### src/rtl/jtdd_main_mcu_com.sv
// Main-CPU side of the Double Dragon MCU link: shared-RAM arbitration against
// mcu_ban, MCU halt/NMI control registers and a latched main-CPU interrupt.
module jtdd_main_mcu_com #(
  parameter int NMI_W = 4
) (
  input  logic       clk,
  input  logic       rstn,
  input  logic       cen6,
  input  logic [8:0] cpu_AB,
  input  logic       cpu_wrn,
  input  logic [7:0] cpu_dout,
  output logic [7:0] cpu_din,
  input  logic       com_win_cs,
  input  logic       ctrl_cs,
  output logic       cpu_waitn,
  output logic       main_irqn,
  output logic       com_cs,
  input  logic       mcu_ban,
  input  logic       mcu_irqmain,
  input  logic [7:0] shared_dout,
  output logic       mcu_halt,
  output logic       mcu_nmi_set
);

  localparam logic [3:0] NMI_LD = 4'(NMI_W);

  typedef enum logic [2:0] {IDLE, WAIT, ACC, RD, HOLD} st_t;

  st_t        st_q;
  logic       waitn_q, comcs_q;
  logic [7:0] din_q;
  logic       halt_q, halt_d;
  logic [3:0] nmi_q, nmi_d;
  logic       irq_q, pend_q, pend_d;
  logic       ctrl_wr, irq_edge;

  // Shared RAM address and the upper data bits go straight to the RAM block
  logic unused_bits;
  assign unused_bits = ^{cpu_AB[8:2], cpu_dout[7:1]};

  assign ctrl_wr  = ctrl_cs & ~cpu_wrn;
  assign irq_edge = mcu_irqmain & ~irq_q;

  always_comb begin
    halt_d = halt_q;
    if (ctrl_wr && cpu_AB[1:0] == 2'd0) halt_d = cpu_dout[0];
  end

  // A reload while counting stretches the pulse instead of starting a new one
  always_comb begin
    nmi_d = nmi_q;
    if (ctrl_wr && cpu_AB[1:0] == 2'd1) nmi_d = NMI_LD;
    else if (cen6 && nmi_q != 4'd0)      nmi_d = nmi_q - 4'd1;
  end

  always_comb begin
    pend_d = pend_q;
    if (irq_edge)                             pend_d = 1'b1;
    else if (ctrl_wr && cpu_AB[1:0] == 2'd2)  pend_d = 1'b0;
  end

  always_ff @(posedge clk or negedge rstn) begin
    if (!rstn) begin
      halt_q <= 1'b0;
      nmi_q  <= 4'd0;
      irq_q  <= 1'b0;
      pend_q <= 1'b0;
    end else begin
      halt_q <= halt_d;
      nmi_q  <= nmi_d;
      irq_q  <= mcu_irqmain;
      pend_q <= pend_d;
    end
  end

  always_ff @(posedge clk or negedge rstn) begin
    if (!rstn) begin
      st_q    <= IDLE;
      waitn_q <= 1'b1;
      comcs_q <= 1'b0;
      din_q   <= 8'd0;
    end else begin
      case (st_q)
        IDLE: if (com_win_cs) begin
          waitn_q <= 1'b0;
          if (mcu_ban) st_q <= WAIT;
          else begin
            st_q    <= ACC;
            comcs_q <= 1'b1;
          end
        end
        WAIT: if (!com_win_cs) begin
          st_q    <= IDLE;
          waitn_q <= 1'b1;
        end else if (!mcu_ban && cen6) begin
          st_q    <= ACC;
          comcs_q <= 1'b1;
        end
        // MCU wins the shared mux: abandon this slot and retry once released
        ACC: if (!com_win_cs) begin
          st_q    <= IDLE;
          comcs_q <= 1'b0;
          waitn_q <= 1'b1;
        end else if (mcu_ban) begin
          st_q    <= WAIT;
          comcs_q <= 1'b0;
        end else if (cen6) begin
          st_q    <= RD;
          comcs_q <= 1'b0;
        end
        RD: if (!com_win_cs) begin
          st_q    <= IDLE;
          waitn_q <= 1'b1;
        end else if (cen6) begin
          st_q    <= HOLD;
          din_q   <= shared_dout;
          waitn_q <= 1'b1;
        end
        HOLD: if (!com_win_cs) st_q <= IDLE;
        default: begin
          st_q    <= IDLE;
          comcs_q <= 1'b0;
          waitn_q <= 1'b1;
        end
      endcase
    end
  end

  assign cpu_waitn   = waitn_q;
  assign com_cs      = comcs_q;
  assign mcu_halt    = halt_q;
  assign mcu_nmi_set = nmi_q != 4'd0;
  assign main_irqn   = ~pend_q;
  assign cpu_din     = (ctrl_cs & cpu_wrn) ? {5'b0, pend_q, mcu_ban, halt_q} : din_q;

endmodule

### config.mk
export PLATFORM = sky130hd
export DESIGN_NAME = jtdd_main_mcu_com
export DESIGN_NICKNAME = d
export VERILOG_FILES = /design/src/rtl/jtdd_main_mcu_com.sv
export SDC_FILE = /design/constraint.sdc
export NUM_CORES = 1
export LEC_CHECK = 0
export ABC_AREA = 1
export CAP_MARGIN = 25
export CELL_PAD_IN_SITES_DETAIL_PLACEMENT = 1
export CELL_PAD_IN_SITES_GLOBAL_PLACEMENT = 1
export CORE_UTILIZATION = 46
export DETAILED_ROUTE_END_ITERATION = 6
export DONT_BUFFER_PORTS = 1
export GPL_ROUTABILITY_DRIVEN = 1
export MAX_ROUTING_LAYER = met4
export PLACE_DENSITY_LB_ADDON = 0.1
export SLEW_MARGIN = 20
export SYNTH_ARGS = -nofsm -noshare
export SYNTH_HDL_FRONTEND = slang
export SYNTH_SLANG_ARGS = --single-unit
### constraint.sdc
create_clock -name clk -period 2.2 [get_ports clk]
set_clock_uncertainty 0.15 [all_clocks]
set_input_delay 0.44 -clock clk [delete_from_list [all_inputs] [get_ports clk]]
set_output_delay 0.44 -clock clk [all_outputs]
set_load 0.1 [all_outputs]
; After elaboration in Yosys (flattened, before gate mapping)
; Cells that the tools add are included.
[totals]
ff_bits = 20
out_inout_bits = 13
wordCells = 78
[classes]
addsub = 1
n_eq_ne = 15
mux = 29
bitwise = 8
reduce_logical = 17
[ops]
columns = operator, count
row1 = 2-to-1 mux 3 bit, 9
row2 = case mux 3 bit (5 select lines), 1
row3 = 2-to-1 mux 1 bit, 13
row4 = inequality test 2 bit (second input constant), 6
row5 = 2-to-1 mux 4 bit, 2
row6 = 2-to-1 mux 8 bit, 1
row7 = case mux 1 bit (4 select lines), 2
row8 = equality test 3 x 2 -> 1 bit (second input constant), 2
row9 = inequality test 3 bit (second input constant), 2
row10 = AND reduction 6 bit, 1
row11 = logical AND 1 bit, 5
row12 = inverter 1 bit, 5
row13 = AND reduction 5 bit, 1
row14 = inequality test 4 bit (second input constant), 1
row15 = AND reduction 4 bit, 1
row16 = nonzero test 2 bit, 2
row17 = nonzero test 4 bit, 1
row18 = OR reduction 2 bit, 2
row19 = subtractor 4 x 1 -> 4 bit (second input constant), 1
row20 = AND 1 bit, 3
row21 = equality test 3 x 1 -> 1 bit (second input constant), 1
row22 = equality test 3 bit (second input constant), 1
row23 = zero test 3 bit, 1
row24 = AND reduction 3 bit, 1
row25 = other kinds (5), 5

; Logic depth before layout (Yosys ltp)
; Gate-level depths: netlist (run 1).
[logic_depth]
depth_word = 5
depth_mapped = 9
ltp_nobuf = 8

; Worst setup path after synthesis (run 1)
; OpenSTA, ideal clock, no wires.
[synth_path]
kind = flip-flop to output port
start = reg halt_q (netlist: mcu_halt)
end = out cpu_din[0]
arrival_ns = 3.181
required_time_ns = 1.610
setup_slack_ns = -1.571
path_stages_with_launch = 3
n_path_buf = 0
path_cell_list = dfrtp_1 -> inv_1 -> o21ai_0
[synth_between]
elab_chain_cells = 1
[synth_lines]
columns = element, line_no
row1 = from (decl), 32  ; logic halt_q, halt_d;
row2 = from (signal assigned), 69  ; halt_q <= halt_d;
row3 = 2-to-1 mux 8 bit, 134  ; assign cpu_din = (ctrl_cs & cpu_wrn) ? {5'b0, pend_q, mcu_ban, halt_q} : din_q;
row4 = to (decl), 12  ; output logic [7:0] cpu_din,
; No other way between the ends.

; Final worst setup path (run 1)
[layout_path]
start = reg nmi_q[0]
end = out mcu_nmi_set
[layout_between]
elab_chain_cells = 1
[layout_lines]
columns = element, line_no
row1 = from (decl), 33  ; logic [3:0] nmi_q, nmi_d;
row2 = from (signal assigned), 70  ; nmi_q <= nmi_d;
row3 = nonzero test 4 bit, 132  ; assign mcu_nmi_set = nmi_q != 4'd0;
row4 = to (decl), 22  ; output logic mcu_nmi_set
; No other way between the ends.

==> results of run 1 <==
stage by stage:
step,power (uW),utilization (%),setup TNS [ns]
4_1_cts,2410,58.7,0
5_1_grt,2540,59.5,0
3_3_place_gp,2150,57.2,0
6_report,2410,59.5,0
2_1_floorplan,1800,-,-2.64
3_5_place_dp,2210,57.2,0
cells in the mapped netlist:
cell type	number	share of area, %
nand3_4	1	1.5
o22ai_1	1	0.53
a21oi_1	1	0.42
nand3b_1	1	0.63
nor2_2	5	2.6
buf_4	1	0.63
o21ai_1	1	0.42
o21ai_2	3	2.2
nand3_1	19	8.0
nand2_1	33	10
a21oi_2	5	3.7
o21ai_0	7	2.9
nor3_1	1	0.42
ha_1	1	1.1
nor2_4	2	1.9
dfrtp_1	19	40
inv_2	4	1.3
nand3_2	2	1.7
inv_1	22	6.9
nand2_2	2	1.1
dfstp_2	1	2.2
buf_6	2	1.9
nand4_1	1	0.53
nor4_1	1	0.53
nor2_1	21	6.6
final timing paths:
| check | start | end | slack, ns | cells after the start |
|---|---|---|---|---|
| worst min-delay path | shared_dout[2] | din_q[2] | 0.09 | 2 |
| worst min register to register | irq_q | pend_q | 0.30 | 1 |
| worst max register to register | st_q[0] | st_q[1] | 0.67 | 7 |
| min in group asynchronous | rstn | din_q[6] | 0.26 | 1 |
| max in group asynchronous | rstn | nmi_q[3] | 1.24 | 2 |
| worst max-delay path | nmi_q[0] | mcu_nmi_set | 0.24 | 4 |
report_power, final:
part	total (uW)	leakage [uW]	switching, uW	internal [uW]
clock network	198	0.0000150	127	70.9
logic	1520	0.000507	1040	474
registers	696	0.000232	171	524
total	2410	0.000754	1340	1070
cells in the final DEF (no fill, tap or decap):
cell / Yosys / layout
buf_12: 0 / 7
nand3_1: 19 / 18
inv_2: 4 / 4
o22ai_1: 1 / 1
nor2_2: 5 / 10
nor2_4: 2 / 2
o21ai_1: 1 / 1
a21oi_1: 1 / 1
o21ai_2: 3 / 6
dlygate4sd3_1: 0 / 2
buf_4: 1 / 5
nand3_2: 2 / 3
inv_1: 22 / 22
clkbuf_4: 0 / 3
nand4_1: 1 / 1
nand2_2: 2 / 2
buf_6: 2 / 1
a21oi_2: 5 / 5
nand3b_1: 1 / 1
nand2_1: 33 / 33
nor4_1: 1 / 1
nor2_1: 21 / 16
dfrtp_1: 19 / 19
ha_1: 1 / 1
nor3_1: 1 / 1
clkbuf_1: 0 / 1
nand3_4: 1 / 1
dfstp_2: 1 / 1
o21ai_0: 7 / 4
sequential cells by signal, summed over array words and instances, names as in the netlist:
signal,count
com_cs,1
irq_q,1
pend_q,1
din_q,8
cpu_waitn,1
nmi_q,4
mcu_halt,1
st_q,3
what timing repair did:
item                       CTS  global route
hold endpoints to repair    20             1
setup buffers                0             0
setup endpoints to repair    0             0
hold buffers                 1             1
worst max-delay path: stages (launching register included):
cell	delay, ns
dfrtp_1	0.38
inv_1	0.11
ha_1	0.23
nand3_2	0.10
buf_4	0.24
cell families after synthesis:
family	Yosys count	synth area share, %
DFF	20	42.2
buffers and inverters	29	10.7
adders and majority gates	1	1.05
and+or+nand+nor	89	35.9
AOI/OAI and AO/OA	18	10.2
metal layers:
metal	vias up	share of wire, %
met5	-	0
met4	0	0.57
met3	2	3.4
met2	23	54
met1	521	42
li1	525	-
cell type report:
cell class	instances	area (um2)	share of cell area, %
Sequential cell	20	502	34.3
Multi-Input combinational cell	108	589	40.3
Clock buffer	4	26.3	1.80
Inverter	26	97.6	6.68
Tap cell	30	37.5	2.57
Timing Repair Buffer	15	209	14.3
==> metrics.md, run 1 <==
| Metric | Value |
|---|---|
| Worst hold slack | `0.0930 ns` |
| Core Footprint | `0.00245 mm2` |
| Placer's final routability congestion estimate | `0.892` |
| Vias per cell | `5.28` |
| Number of gates resized after cts | `0` |
| Syn_nets | `191` |
| Mean Syn Cell Area | `7.58 um2` |
| DRC viols | `0` |
| Layout Area Growth over Synthesis | `22.8%` |
| Clk pin slew, worst setup/hold paths | `0.13 ns` |
| Drt pass-1 iters | `4` |
| LEAKAGE | `0.000754 uW` |
| Pin count of the biggest net entering global routing | `21` |
| Worst Path Required | `1.61 ns` |
| Die ar. | `0.00279 mm2` |
| Pre-CTS setup slack | `0.327 ns` |
| CTS tree | `built` |
| Number of antenna violations at the first check in global routing | `0` |
| Crit path kind | `register to primary output` |
| Dpl cell area | `0.00140 mm2` |
| Hold Fails Final Rpt | `0` |
| Relative slew slack | `66.6%` |
| Maxcap violations | `0` |
| Number of global-route vias before repair | `1060` |
| Synth cell types | `25` |
| Final setup fails | `0` |
| Syn. warnings | `0` |
| Global router's overall resource usage | `23.7%` |
| DIE WIDTH | `52.9 um` |
| Synthesis-stage register bit count | `20` |
| Min cycle time layout | `1.96 ns` |
| Routed Antenna Nets | `0` |
| Fmax achieved | `510 MHz` |
| Mapped Area | `0.00119 mm2` |
| Root Buffer | `clkbuf_4` |
| Startpoint Class | `register` |
| Final net count | `208` |
| H-tree levels | `1` |
| Remaining Overflow, GRT | `0` |
| Cell area after layout | `0.00146 mm2` |
| Met2 Use GR | `42.2%` |
| Cell area power density | `1650 mW/mm2` |
| CTS max path bufs | `2` |
| DP Wirelength | `2240 um` |
| Worst-Skew Late Latency | `0.31 ns` |
| Crit path DAT | `1.37 ns` |
| Worst hold path class | `input pin to register` |
| Number of buffers created by CTS | `3` |
| Outcome | `finished clean` |
| Initial Util | `48.5%` |
| Number of clock sinks | `20` |
| Unrepaired setup endpoints after global routing | `no` |
| Met1 Usage GRT | `27.9%` |
| FP Rows | `18` |
| I/O pin cnt | `46` |
| Initial DRC Count | `7` |
| Non-Filler Instances | `203` |
| DR WL/cell | `14.7 um` |
| Final wirelength | `2990 um` |
| Worst-path maximum fanout | `4` |
| CP Capture Type | `primary output` |
| Final critical-path setup slack | `0.239 ns` |
| Routed vias | `1071` |
| Layout cells sized above 1 | `28.9%` |
| Met3 Use GR | `4.02%` |
| Period Utilization, post-route | `89.2%` |
| Slew Viols, Final | `0` |
| Most Used Layer, Global Route | `met2` |
| Actual slew at the worst max-slew pin | `0.500 ns` |
| Sequential-to-total area share from yosys stat | `42.2%` |
| Placed insts | `196` |
| Fillers | `300` |
| Syn Inst Count | `157` |
| Die height | `52.9 um` |
| Peak supply drop | `0.997 mV` |
| PortBufs | `0` |
| First-pass GRT wire length | `4720 um` |
| Diode count | `0` |
No activity file was read; power rests on OpenSTA's default activity.
==> run 2, diff against run 1 <==
Settings changed: CAP_MARGIN 25 to 10, GPL_TIMING_DRIVEN set to 0, TNS_END_PERCENT set to 50.
==> metrics.md, run 2 (synthesized netlist as in run 1, its figures left out) <==
| Metric | Value |
|---|---|
| Die ar. | `0.00279 mm2` |
| CP Capture Type | `primary output` |
| Crit path DAT | `1.82 ns` |
| CP delay by family, top | `simple AND/OR/NAND/NOR gates` |
| Setup Buffers After CTS | `0` |
| Dpl cell area | `0.00125 mm2` |
| DRC viols | `0` |
| Vias per cell | `5.28` |
| Max stage delay on crit path | `0.86 ns` |
| Routed vias | `1020` |
| Final wirelength | `2730 um` |
| Final net count | `198` |
| First-pass GRT wire length | `4520 um` |
| Slew Viols, Final | `0` |
| Final setup fails | `5` |
| Failing checks | `negative setup slack` |
| DR WL/cell | `14.2 um` |
| Core Footprint | `0.00245 mm2` |
| Pin count of the biggest net entering global routing | `21` |
| Placer's final routability congestion estimate | `0.869` |
| Worst-Skew Late Latency | `0.30 ns` |
| Remaining Overflow, GRT | `0` |
| CP bufs+invs | `1` |
| PortBufs | `0` |
| Final critical-path setup slack | `-0.213 ns` |
| Crit-path cells | `nand2_1, inv_1, nor2_2` |
| Worst hold path class | `input pin to register` |
| CTS max path bufs | `2` |
| Peak supply drop | `0.874 mV` |
| Largest registers | `din_q (8), nmi_q (4), st_q (3)` |
| Initial DRC Count | `4` |
| Unrepaired setup endpoints after global routing | `yes` |
| Critical path's slowest cell | `nor2_2` |
| Worst hold slack | `0.116 ns` |
| Outcome | `finished, violations left` |
| Number of buffers created by CTS | `3` |
| H-tree levels | `1` |
| Global router's overall resource usage | `22.7%` |
| Period Utilization, post-route | `110%` |
| DP Wirelength | `2050 um` |
| Number of clock sinks | `20` |
| Cell area after layout | `0.00136 mm2` |
| Relative slew slack | `27.1%` |
| Initial Util | `48.5%` |
| Hold Fails Final Rpt | `0` |
| Number of antenna violations at the first check in global routing | `0` |
| Most frequent cells in the layout | `nand2_1 (33), inv_1 (21), nand3_1 (18), dfrtp_1 (18), nor2_1 (16)` |
| Max reg flops | `8` |
| Startpoint Class | `input pin` |
| LEAKAGE | `0.000690 uW` |
| Die height | `52.9 um` |
| Fmax achieved | `414 MHz` |
| Worst Path Required | `1.61 ns` |
| Diode count | `0` |
| Most flop-heavy register | `din_q` |
| Layout cells sized above 1 | `26.4%` |
| Layout Area Growth over Synthesis | `13.9%` |
| Drt pass-1 iters | `3` |
| Cell area power density | `1690 mW/mm2` |
| Root Buffer | `clkbuf_4` |
| I/O pin cnt | `46` |
| Routed Antenna Nets | `0` |
| DIE WIDTH | `52.9 um` |
| Maxcap violations | `0` |
| CTS tree | `built` |
| FP Rows | `18` |
| Fillers | `310` |
| Clk pin slew, worst setup/hold paths | `0.13 ns` |
| Number of global-route vias before repair | `1062` |
| Final core occ | `55.2%` |
| Worst-path maximum fanout | `7` |
| Actual slew at the worst max-slew pin | `1.09 ns` |
| Min cycle time layout | `2.41 ns` |
| Crit path kind | `input pin to primary output` |
| Most common cell after layout, fill and taps aside | `nand2_1` |
[run 2: cell types whose count changed in the layout (fill, tap and decap cells not counted), sizes merged]
cell | before | now
bufinv | 0 | 1
buf | 13 | 3
clkbuf | 4 | 3
[run 2: final cells by class]
| cell class | instances | area (um2) | share of cell area (%) |
|---|---|---|---|
| Buffer | 3 | 30.0 | 2.22 |
| Timing Repair Buffer | 2 | 20.0 | 1.48 |
| Tap cell | 30 | 37.5 | 2.77 |
| Clock inverter | 1 | 30.0 | 2.22 |
| Clock buffer | 3 | 22.5 | 1.66 |
| Inverter | 26 | 100 | 7.39 |
| Multi-Input combinational cell | 108 | 609 | 45.0 |
| Sequential cell | 20 | 505 | 37.3 |
[run 2: metrics by stage]
| stage | setup TNS, ns | cells | setup WS (ns) | power (uW) |
|---|---|---|---|---|
| after global placement | -3.71 | 187 | -0.489 | 1890 |
| after CTS | -1.20 | 193 | -0.212 | 2300 |
| after detailed placement | -1.50 | 187 | -0.371 | 1950 |
| after floorplan | -2.72 | 157 | -0.379 | 1800 |
| final | -1.03 | 193 | -0.213 | 2290 |
| after global routing | -1.30 | 193 | -0.268 | 2430 |
[run 2: layer usage]
metal  track usage, %  vias up  share of wire (%)
li1                 -      508                  -
met1             27.1      486                 44
met2             39.5       22                 52
met3             4.31        4                3.4
met4             5.26        0               0.84
met5                -        -                  0
[run 2: power breakdown]
group	internal (uW)	switching, uW
combinational	295	930
clock	184	123
sequential	525	232
[run 2: what timing repair did]
item                                    CTS  global route
endpoints found under the setup margin   11             7
pin swaps                                 2             1
hold buffers                              2             0
hold endpoints to repair                 21             0
gates resized for setup                   7             1
[run 2: final timing paths]
check / from / endpoint / slack, ns / cells after the start
worst max-delay path: cpu_wrn / cpu_din[4] / -0.21 / 3
worst min-delay path: shared_dout[2] / din_q[2] / 0.12 / 2
worst max register to register: nmi_q[0] / nmi_q[1] / 0.15 / 7
worst min register to register: irq_q / pend_q / 0.31 / 1
max in group asynchronous: rstn / mcu_halt / 0.66 / 1
min in group asynchronous: rstn / din_q[6] / 0.56 / 1
==> run 3, diff against run 2 <==
Settings changed: CORE_UTILIZATION 46 to 43, CTS_CLUSTER_SIZE set to 20.
Clock period 2.2 ns to 2.45 ns, I/O delays scaled along.
==> metrics.md, run 3 (synthesized netlist as in run 1, its figures left out) <==
| Metric | Value |
|---|---|
| Worst-path maximum fanout | `7` |
| Dpl cell area | `0.00125 mm2` |
| CP delay by family, top | `simple AND/OR/NAND/NOR gates` |
| Sw Share | `58.3%` |
| Cell area power density | `1490 mW/mm2` |
| Maxcap violations | `0` |
| Psw | `1150 uW` |
| Remaining Overflow, GRT | `0` |
| Core Footprint | `0.00254 mm2` |
| DIE WIDTH | `54.6 um` |
| Number of antenna violations at the first check in global routing | `0` |
| Worst-Skew Late Latency | `0.30 ns` |
| Vias per cell | `5.23` |
| Peak supply drop | `0.906 mV` |
| Root Buffer | `clkbuf_4` |
| Unrepaired setup endpoints after global routing | `yes` |
| Crit-path cells | `nand2_1, inv_1, nor2_2` |
| Non-Filler Instances | `193` |
| Placed insts | `187` |
| CTS max path bufs | `2` |
| Number of clock sinks | `20` |
| Die ar. | `0.00298 mm2` |
| DRC viols | `0` |
| Pin count of the biggest net entering global routing | `21` |
| Most common cell after layout, fill and taps aside | `nand2_1` |
| Power Internal | `821 uW` |
| Layout cells sized above 1 | `26.4%` |
| Hold Fails Final Rpt | `0` |
| Reg power frac | `34.2%` |
| PortBufs | `0` |
| Share of power burned in combinational logic | `55.6%` |
| Crit path DAT | `1.83 ns` |
| Final critical-path setup slack | `-0.0219 ns` |
| Initial Util | `46.8%` |
| Setup Buffers After CTS | `0` |
| Share of power burned in the clock network | `10.1%` |
| Actual slew at the worst max-slew pin | `1.09 ns` |
| Critical path's slowest cell | `nor2_2` |
| Routed vias | `1009` |
| Routed Antenna Nets | `0` |
| Final wirelength | `2740 um` |
| Most flop-heavy register | `din_q` |
| Failing checks | `negative setup slack` |
| Most frequent cells in the layout | `nand2_1 (33), inv_1 (22), nand3_1 (18), dfrtp_1 (18), nor2_1 (16)` |
| Initial DRC Count | `6` |
| Worst Path Required | `1.81 ns` |
| Cell area after layout | `0.00132 mm2` |
| Min cycle time layout | `2.47 ns` |
| Global router's overall resource usage | `20.9%` |
| Largest registers | `din_q (8), nmi_q (4), st_q (3)` |
| DR WL/cell | `14.2 um` |
| H-tree levels | `1` |
| Reg2reg setup slack | `0.37 ns` |
| FP Rows | `18` |
| Startpoint Class | `input pin` |
| Max stage delay on crit path | `0.85 ns` |
| Final net count | `198` |
| Final Power | `1970 uW` |
| Max reg flops | `8` |
| Slew Viols, Final | `0` |
| First-pass GRT wire length | `4210 um` |
| DP Wirelength | `2140 um` |
| CP Capture Type | `primary output` |
| I/O pin cnt | `46` |
| Relative slew slack | `27.3%` |
| CP bufs+invs | `1` |
| Outcome | `finished, violations left` |
| Number of global-route vias before repair | `979` |
| Die height | `54.6 um` |
| Fmax achieved | `405 MHz` |
| Crit path depth | `3` |
| CTS tree | `built` |
| Crit path launch | `cpu_wrn` |
| Worst reg2reg endpoint | `nmi_q[1]` |
| Worst setup path endpoint | `cpu_din[3]` |
| LEAKAGE | `0.000682 uW` |
| Layout Area Growth over Synthesis | `11.3%` |
| Period Utilization, post-route | `101%` |
| Number of buffers created by CTS | `3` |
| Crit path kind | `input pin to primary output` |
| Diode count | `0` |
| Worst reg-to-reg path cell count | `7` |
| Startpoint of the worst register-to-register path | `nmi_q[0]` |
| Drt pass-1 iters | `4` |
| Final setup fails | `6` |
| Placer's final routability congestion estimate | `0.804` |
| Worst hold path class | `input pin to register` |
| Clk pin slew, worst setup/hold paths | `0.12 ns` |
==> run 3: what timing repair did <==
action | CTS | global route
hold buffers | 1 | 1
hold endpoints to repair | 20 | 8
gates resized for setup | 4 | 0
setup endpoints to repair | 5 | 7
==> run 3: area by class of cell <==
type | instances | area, um2
Fill cell | 333 | 1220
Multi-Input combinational cell | 108 | 604
Sequential cell | 20 | 503
Inverter | 26 | 97.6
Tap cell | 30 | 37.5
Clock buffer | 4 | 36.3
Buffer | 3 | 30.0
Timing Repair Buffer | 2 | 15.0
==> run 3: how the worst min path moves through the flow <==
stage	slack (ns)	start	cells after the start	end
floorplan	0.04	rstn	0	com_cs
global placement	0.04	rstn	0	com_cs
detailed placement	0.04	rstn	0	com_cs
CTS	0.03	mcu_irqmain	0	irq_q
global route	0.03	mcu_irqmain	0	irq_q
finish	0.05	mcu_irqmain	0	irq_q
==> run 3: power groups by stage <==
stage | combinational, uW | sequential, uW | clock (uW)
final | 1100 | 673 | 200
after global routing | 1200 | 692 | 220
after CTS | 1110 | 675 | 212
after detailed placement | 1080 | 682 | 0
after global placement | 1020 | 678 | 0
after floorplan | 944 | 668 | 0
==> run 3: per-layer routing <==
layer	track usage [%]	vias to the layer above	share of wire, %
met1	24.1	483	43
met2	35.1	19	53
met4	7.69	0	0.51
li1	-	505	-
met3	4.72	2	3.7
met5	-	-	0
==> run 3: metrics by stage <==
| step | setup slack [ns] | hold WS, ns | setup TNS [ns] | utilization [%] |
|---|---|---|---|---|
| detailed placement | -0.208 | 0.0448 | -0.214 | 49.2 |
| floorplan | -0.229 | 0.0444 | -1.47 | - |
| global route | -0.0947 | 0.0267 | -0.562 | 52.0 |
| finish | -0.0219 | 0.0477 | -0.0901 | 52.0 |
| CTS | -0.0344 | 0.0301 | -0.170 | 51.8 |
| global placement | -0.350 | 0.0448 | -2.21 | 48.5 |
